### config.mk
export PLATFORM = sky130hd
export DESIGN_NAME = mealy_fsm_engine
export DESIGN_NICKNAME = d
export VERILOG_FILES = /design/src/rtl/mealy_fsm_engine.sv
export SDC_FILE = /design/constraint.sdc
export NUM_CORES = 1
export LEC_CHECK = 0
export ABC_AREA = 1
export CORE_ASPECT_RATIO = 1.1
export CORE_MARGIN = 4
export CORE_UTILIZATION = 50
export CTS_CLUSTER_SIZE = 20
export DETAILED_ROUTE_END_ITERATION = 12
export PLACE_DENSITY = 0.72
export SKIP_CTS_REPAIR_TIMING = 1
export SYNTH_ARGS = -nofsm -noshare
export SYNTH_HDL_FRONTEND = slang
export SYNTH_SLANG_ARGS = --single-unit
### constraint.sdc
create_clock -name clk -period 1.5 [get_ports clk]
set_input_delay 0.15 -clock clk [delete_from_list [all_inputs] [get_ports clk]]
set_output_delay 0.15 -clock clk [all_outputs]
set_load 0.02 [all_outputs]
### src/rtl/mealy_fsm_engine.sv
// Table-driven Mealy state machine.
// The transition/output table is loaded at run time through a config write port.
module mealy_fsm_engine #(
  parameter int N_STATES   = 8,
  parameter int STATE_W    = 3,
  parameter int IN_W       = 1,
  parameter int OUT_W      = 1,
  parameter int INIT_STATE = 0,
  parameter int CNT_W      = 8,
  parameter int TBL_D      = N_STATES * (2 ** IN_W)
) (
  input  logic                    clk,
  input  logic                    rst,
  input  logic                    en,
  input  logic [IN_W-1:0]         in_sym,
  input  logic                    soft_init,
  input  logic                    cfg_we,
  input  logic [STATE_W+IN_W-1:0] cfg_addr,
  input  logic [STATE_W-1:0]      cfg_next,
  input  logic [OUT_W-1:0]        cfg_out,
  input  logic                    cfg_valid,
  output logic [STATE_W-1:0]      state_q,
  output logic [OUT_W-1:0]        out_sym,
  output logic                    hit,
  output logic                    miss,
  output logic [CNT_W-1:0]        miss_cnt
);

  localparam int AW    = STATE_W + IN_W;
  localparam int IDX_W = (TBL_D > 1) ? $clog2(TBL_D) : 1;

  localparam logic [STATE_W:0]   NS_L   = (STATE_W + 1)'(N_STATES);
  localparam logic [STATE_W-1:0] INIT_L = STATE_W'(INIT_STATE);

  logic [TBL_D-1:0]   vld_q;
  logic [STATE_W-1:0] nxt_q [TBL_D];
  logic [OUT_W-1:0]   out_q [TBL_D];

  logic [STATE_W-1:0] wr_st;
  logic [IDX_W-1:0]   wr_idx;
  logic [IDX_W-1:0]   rd_idx;
  logic               wr_ok;
  logic [STATE_W-1:0] e_next;
  logic [OUT_W-1:0]   e_out;
  logic               usable;
  logic [CNT_W-1:0]   cnt_d;

  // {state, sym} is state*2^IN_W + sym, so legal addresses
  // index the table directly once out-of-range states are dropped.
  assign wr_st  = cfg_addr[AW-1:IN_W];
  assign wr_ok  = cfg_we && ({1'b0, wr_st} < NS_L);
  assign wr_idx = IDX_W'(cfg_addr);
  assign rd_idx = IDX_W'({state_q, in_sym});

  assign e_next = nxt_q[rd_idx];
  assign e_out  = out_q[rd_idx];
  assign usable = vld_q[rd_idx] && ({1'b0, e_next} < NS_L);

  always_comb begin
    cnt_d = miss_cnt;
    if (miss_cnt != '1)
      cnt_d = miss_cnt + CNT_W'(1);
  end

  // Entry payload is qualified by its valid bit, so it needs no reset.
  always_ff @(posedge clk) begin
    if (wr_ok) begin
      nxt_q[wr_idx] <= cfg_next;
      out_q[wr_idx] <= cfg_out;
    end
  end

  always_ff @(posedge clk or posedge rst) begin
    if (rst)
      vld_q <= '0;
    else if (wr_ok)
      vld_q[wr_idx] <= cfg_valid;
  end

  always_ff @(posedge clk or posedge rst) begin
    if (rst) begin
      state_q  <= INIT_L;
      out_sym  <= '0;
      hit      <= 1'b0;
      miss     <= 1'b0;
      miss_cnt <= '0;
    end else if (soft_init) begin
      state_q <= INIT_L;
      out_sym <= '0;
      hit     <= 1'b0;
      miss    <= 1'b0;
    end else if (en) begin
      if (usable) begin
        state_q <= e_next;
        out_sym <= e_out;
        hit     <= 1'b1;
        miss    <= 1'b0;
      end else begin
        hit      <= 1'b0;
        miss     <= 1'b1;
        miss_cnt <= cnt_d;
      end
    end else begin
      hit  <= 1'b0;
      miss <= 1'b0;
    end
  end

endmodule

# Word level (Yosys, flattened, before mapping)
# Memories as Yosys holds them, arrays and structs flattened.
# Index checks and enable logic that the tools add are counted.
# classes
reduce_logical	5
n_lt_le_gt_ge	3
eq_ne	1
n_bitwise	2
n_addsub	1
muxes	19
# ops
op	count
16-bit bitwise mux	1
1-bit two-way mux	13
4-bit by 5-bit < comparator with 1-bit output, second input constant	2
3-bit two-way mux	3
8-bit by 1-bit adder with 8-bit output, second input constant	1
8-bit inequality test, second input constant	1
1-bit binary-select mux with 4-bit select	1
1-bit demux with 4-bit select	1
4-bit by 1-bit greater-or-equal comparator with 1-bit output, second input constant	1
4-bit AND reduction	1
2-bit nonzero test	2
1-bit NOT	2
2-bit AND reduction	1
1-bit logical AND	1
# word_totals
out_inout_bits	14
mem_count	2
reg_bits	30
mem_bits_rw	64
inputBits	15
# memory_table
memory	words	width	read_ports	rd_ports_with_merged_regs	write_ports	line_no	rtl
nxt_q	16	3	1	0	1	36	logic [STATE_W-1:0] nxt_q [TBL_D];
out_q	16	1	1	0	1	37	logic [OUT_W-1:0] out_q [TBL_D];

# Depth between registers and ports, before layout
# logic_depth
word_depth	5
mapped_depth	11

# Worst setup path after synthesis
# Ideal clock, no wire load.
# synth_path
path_type	flip-flop to flip-flop
from	register miss_cnt[0]
to	register miss_cnt[0]
setup_time_ns	0.118
n_path_buf	0
arrival_ns	1.581
synth_period_minus_slack_ns	1.699
slack_ns	-0.199
path_stages_with_launch	10
path_cell_list	dfrtp_1 ha_1 nand2_1 inv_1 nand2_1 nor2_1 a21oi_2 nand4_2 nand2_1 nand2_1
# synth_via
elab_chain_len	2
elab_cells_between_ends	3
# synth_lines
element	line_no	rtl
start: declaration	26	output logic [CNT_W-1:0] miss_cnt
start signal: assignment	101	miss_cnt <= cnt_d;
branches (longest 2 deep; another with 8-bit by 1-bit adder with 8-bit output)	--	
# Several ways; the timed one is not identified.
# A chain may end at the register's enable or synchronous reset.

# Worst setup path after layout
# layout_path
from	register miss
to	output port miss
# layout_rtl
element	line_no	rtl
start: declaration	25	output logic miss,
start signal: assignment	85	miss <= 1'b0;
start signal: assignment	91	miss <= 1'b0;
start signal: assignment	97	miss <= 1'b0;
# No word-level cell between the ends.

==> results.md <==
- Fin crit share: 96.0%
- GR Util All Layers: 18.9%
- First-pass GRT wire length: 15400 um
- Crit path buf inv count: 1
- Yosys top cell area share: 43.7%
- Area grow syn2layout: 22.5%
- Final setup violation count: 0
- Drt total wl: 9190 um
- Unique masters post-synth: 26
- Yosys warnings: 0
- Worst skew pair latency: 0.36 ns
- Design area: 5390 um2
- Worst EP required: 1.35 ns
- Clk_skew: 0.0142 ns
- RSZ-0062 raised after global routing: yes
- Antenna Cells: 0
- Chip height: 106 um
- Status: finished, final reports clean
- Drt first pass iters: 5
- Routed Antenna Nets: 0
- Syn avg cell area: 9.39 um2
- Critical path's top delay family: buffers and inverters
- GR Overflow Total: 0
- Startpoint Class: flop
- Bufs on Longest Clock Path: 2
- Die span in x: 97.4 um
- Slew Limit Fails: 0
- FF-to-FF setup slack: 0.08 ns
- Seq/Total Area, Yosys: 60.8%
- DRT iter0 DRCs: 213
- NumNets Final: 554
- DP HPWL: 6400 um
- Layout cells sized above 1: 16.4%
- Port bufs: 28
- Final Hold Fails: 0
- Tightest Pin Transition: 0.398 ns
- Core Area: 8500 um2
- Largest cells by area after synthesis: edfxtp_1 (44%), dfrtp_1 (17%), nand2_1 (13%)
- Post-Syn Area: 4400 um2
- Final Util: 63.4%
- Met1 global-route usage: 24.9%
- Critical path arrival: 1.29 ns
- Hold WC Path Type: primary input to asynchronous set/reset pin
- Worst path slowest cell: clkdlybuf4s50_1
- CP peak stage delay: 0.60 ns
- CTS tree: done
- Largest area contributor in the netlist: edfxtp_1
- Vias: 3343
- Busiest layer in global routing: met2
- Static leakage: 2.64 nW
- Power Dens Cells: 1410 nW/um2
- Vias in the first global route: 3179
- Syn_nets: 484
- Wirelength per Cell: 14.1 um
- Post-route minimum period: 1.44 ns
- Largest net degree at the start of global routing: 31
- CTS Sinks: 94
- WS Path Type: flop to primary output
- Final Hold Slack: 0.152 ns
- Worst-path fanout max: 1
- H-tree depth: 3
- Clk slew on worst S/H paths: 0.10 ns
- R2r startpoint: miss_cnt[0]
- Starting Density: 51.8%
- Critical Path End Type: primary output
- Inserted Clock Buffers: 9
- Vias/cell: 5.11
- Fmax: 694 MHz
- Slew HR: 73.4%
- Maximum capacitance violations: 0
- Placement Cell Area: 5090 um2
- CTS Root Cell: clkbuf_8
- Die area: 10400 um2
- Routability cong.: 0.831
- Reg2reg end: miss_cnt[7]
- GR Util met2: 30.4%
- VDD IR max: 589 uV
- Cells after Synth: 468
- Initial antenna violation count: 0
- Critical Path, Cell by Cell: clkdlybuf4s50_1
- R2R cell count: 9
- Synth Register Bits: 94
- Ports: 29
- Grt met3 use: 3.48%
- Residual DRC: 0
- Rows: 35
## cells by family after synthesis
logic type               after synthesis  share of synthesized area (%)
flip-flops                            94                           60.8
buffers and inverters                 93                           9.08
adder cells (fa/ha/maj)                1                          0.285
AND/OR/NAND/NOR                      257                           26.6
AO/OA/AOI/OAI                         17                           2.02
XOR/XNOR                               6                           1.20
## sequential cells by signal, indices dropped and copies added (netlist names)
name	flops
hit	1
miss	1
miss_cnt	8
nxt_q	48
out_q	16
out_sym	1
state_q	3
vld_q	16
## area by class of cell
| type | instances | area, um2 |
|---|---|---|
| repair buffers | 75 | 693 |
| clock inverters | 7 | 97.6 |
| well taps | 111 | 139 |
| multi-input cells | 281 | 1370 |
| inverters | 77 | 289 |
| flip-flops and latches | 94 | 2680 |
| clock buffers | 9 | 124 |
| fillers | 732 | 3110 |
## cells in the final DEF, fill, tap and decap left out, types with 2 or more instances in the layout
master / instances
edfxtp_1: 64
clkbuf_8: 9
clkinvlp_4: 2
nand3_2: 4
o21ai_0: 7
dfrtp_2: 2
dlymetal6s2s_1: 13
dfrtp_1: 28
nand3_4: 2
nand3_1: 73
buf_4: 42
buf_6: 4
inv_2: 8
xor2_1: 3
bufinv_16: 2
clkdlybuf4s50_1: 15
nand2_1: 145
inv_1: 68
nor2_1: 18
o21ai_1: 9
nand2_2: 3
nand4_1: 4
xnor2_1: 3
nor3_1: 3
## per-layer routing
metal | share of wire (%) | vias up
met5 | 0 | -
met4 | 2.6 | 0
met3 | 5.5 | 22
met2 | 47 | 110
met1 | 45 | 1570
li1 | - | 1641
## cell usage after synthesis (all sizes together)
cell type  number
dfrtp          30
clkbuf          3
ha              1
nor3            3
xor2            3
nand2         150
edfxtp         64
nand4           5
xnor2           3
nor2           20
inv            76
buf            13
nand3          79
a21oi           1
clkinv          1
o21ai          16
## per-stage QoR
stage	cells	setup WS [ns]	total power, W	setup TNS [ns]
after floorplan	468	-0.0116	0.00488	-0.0864
after global placement	636	-0.196	0.00570	-2.49
after detailed placement	636	-0.253	0.00576	-3.53
after CTS	652	-0.302	0.00759	-1.16
after global routing	654	-0.0127	0.00803	-0.0410
final	654	0.0597	0.00758	0
## power breakdown
group / switching, W / internal (W) / total (W) / leakage [nW]
Sequential: 0.000160 / 0.00303 / 0.00319 / 0.955
Clock: 0.000889 / 0.000944 / 0.00183 / 0.106
Combinational: 0.00153 / 0.00102 / 0.00255 / 1.58
## worst max path at each step
stage	start	endpoint	slack [ns]	cells past startpoint
detailed placement	in_sym	miss_cnt[3]	-0.25	10
global route	miss_cnt[0]	miss_cnt[6]	-0.01	9
finish	miss	miss	0.06	1
floorplan	miss_cnt[0]	miss_cnt[0]	-0.01	9
CTS	state_q[0]	state_q[0]	-0.30	2
global placement	in_sym	miss_cnt[2]	-0.20	10
Note: power is estimated with default switching activity, not from simulation.
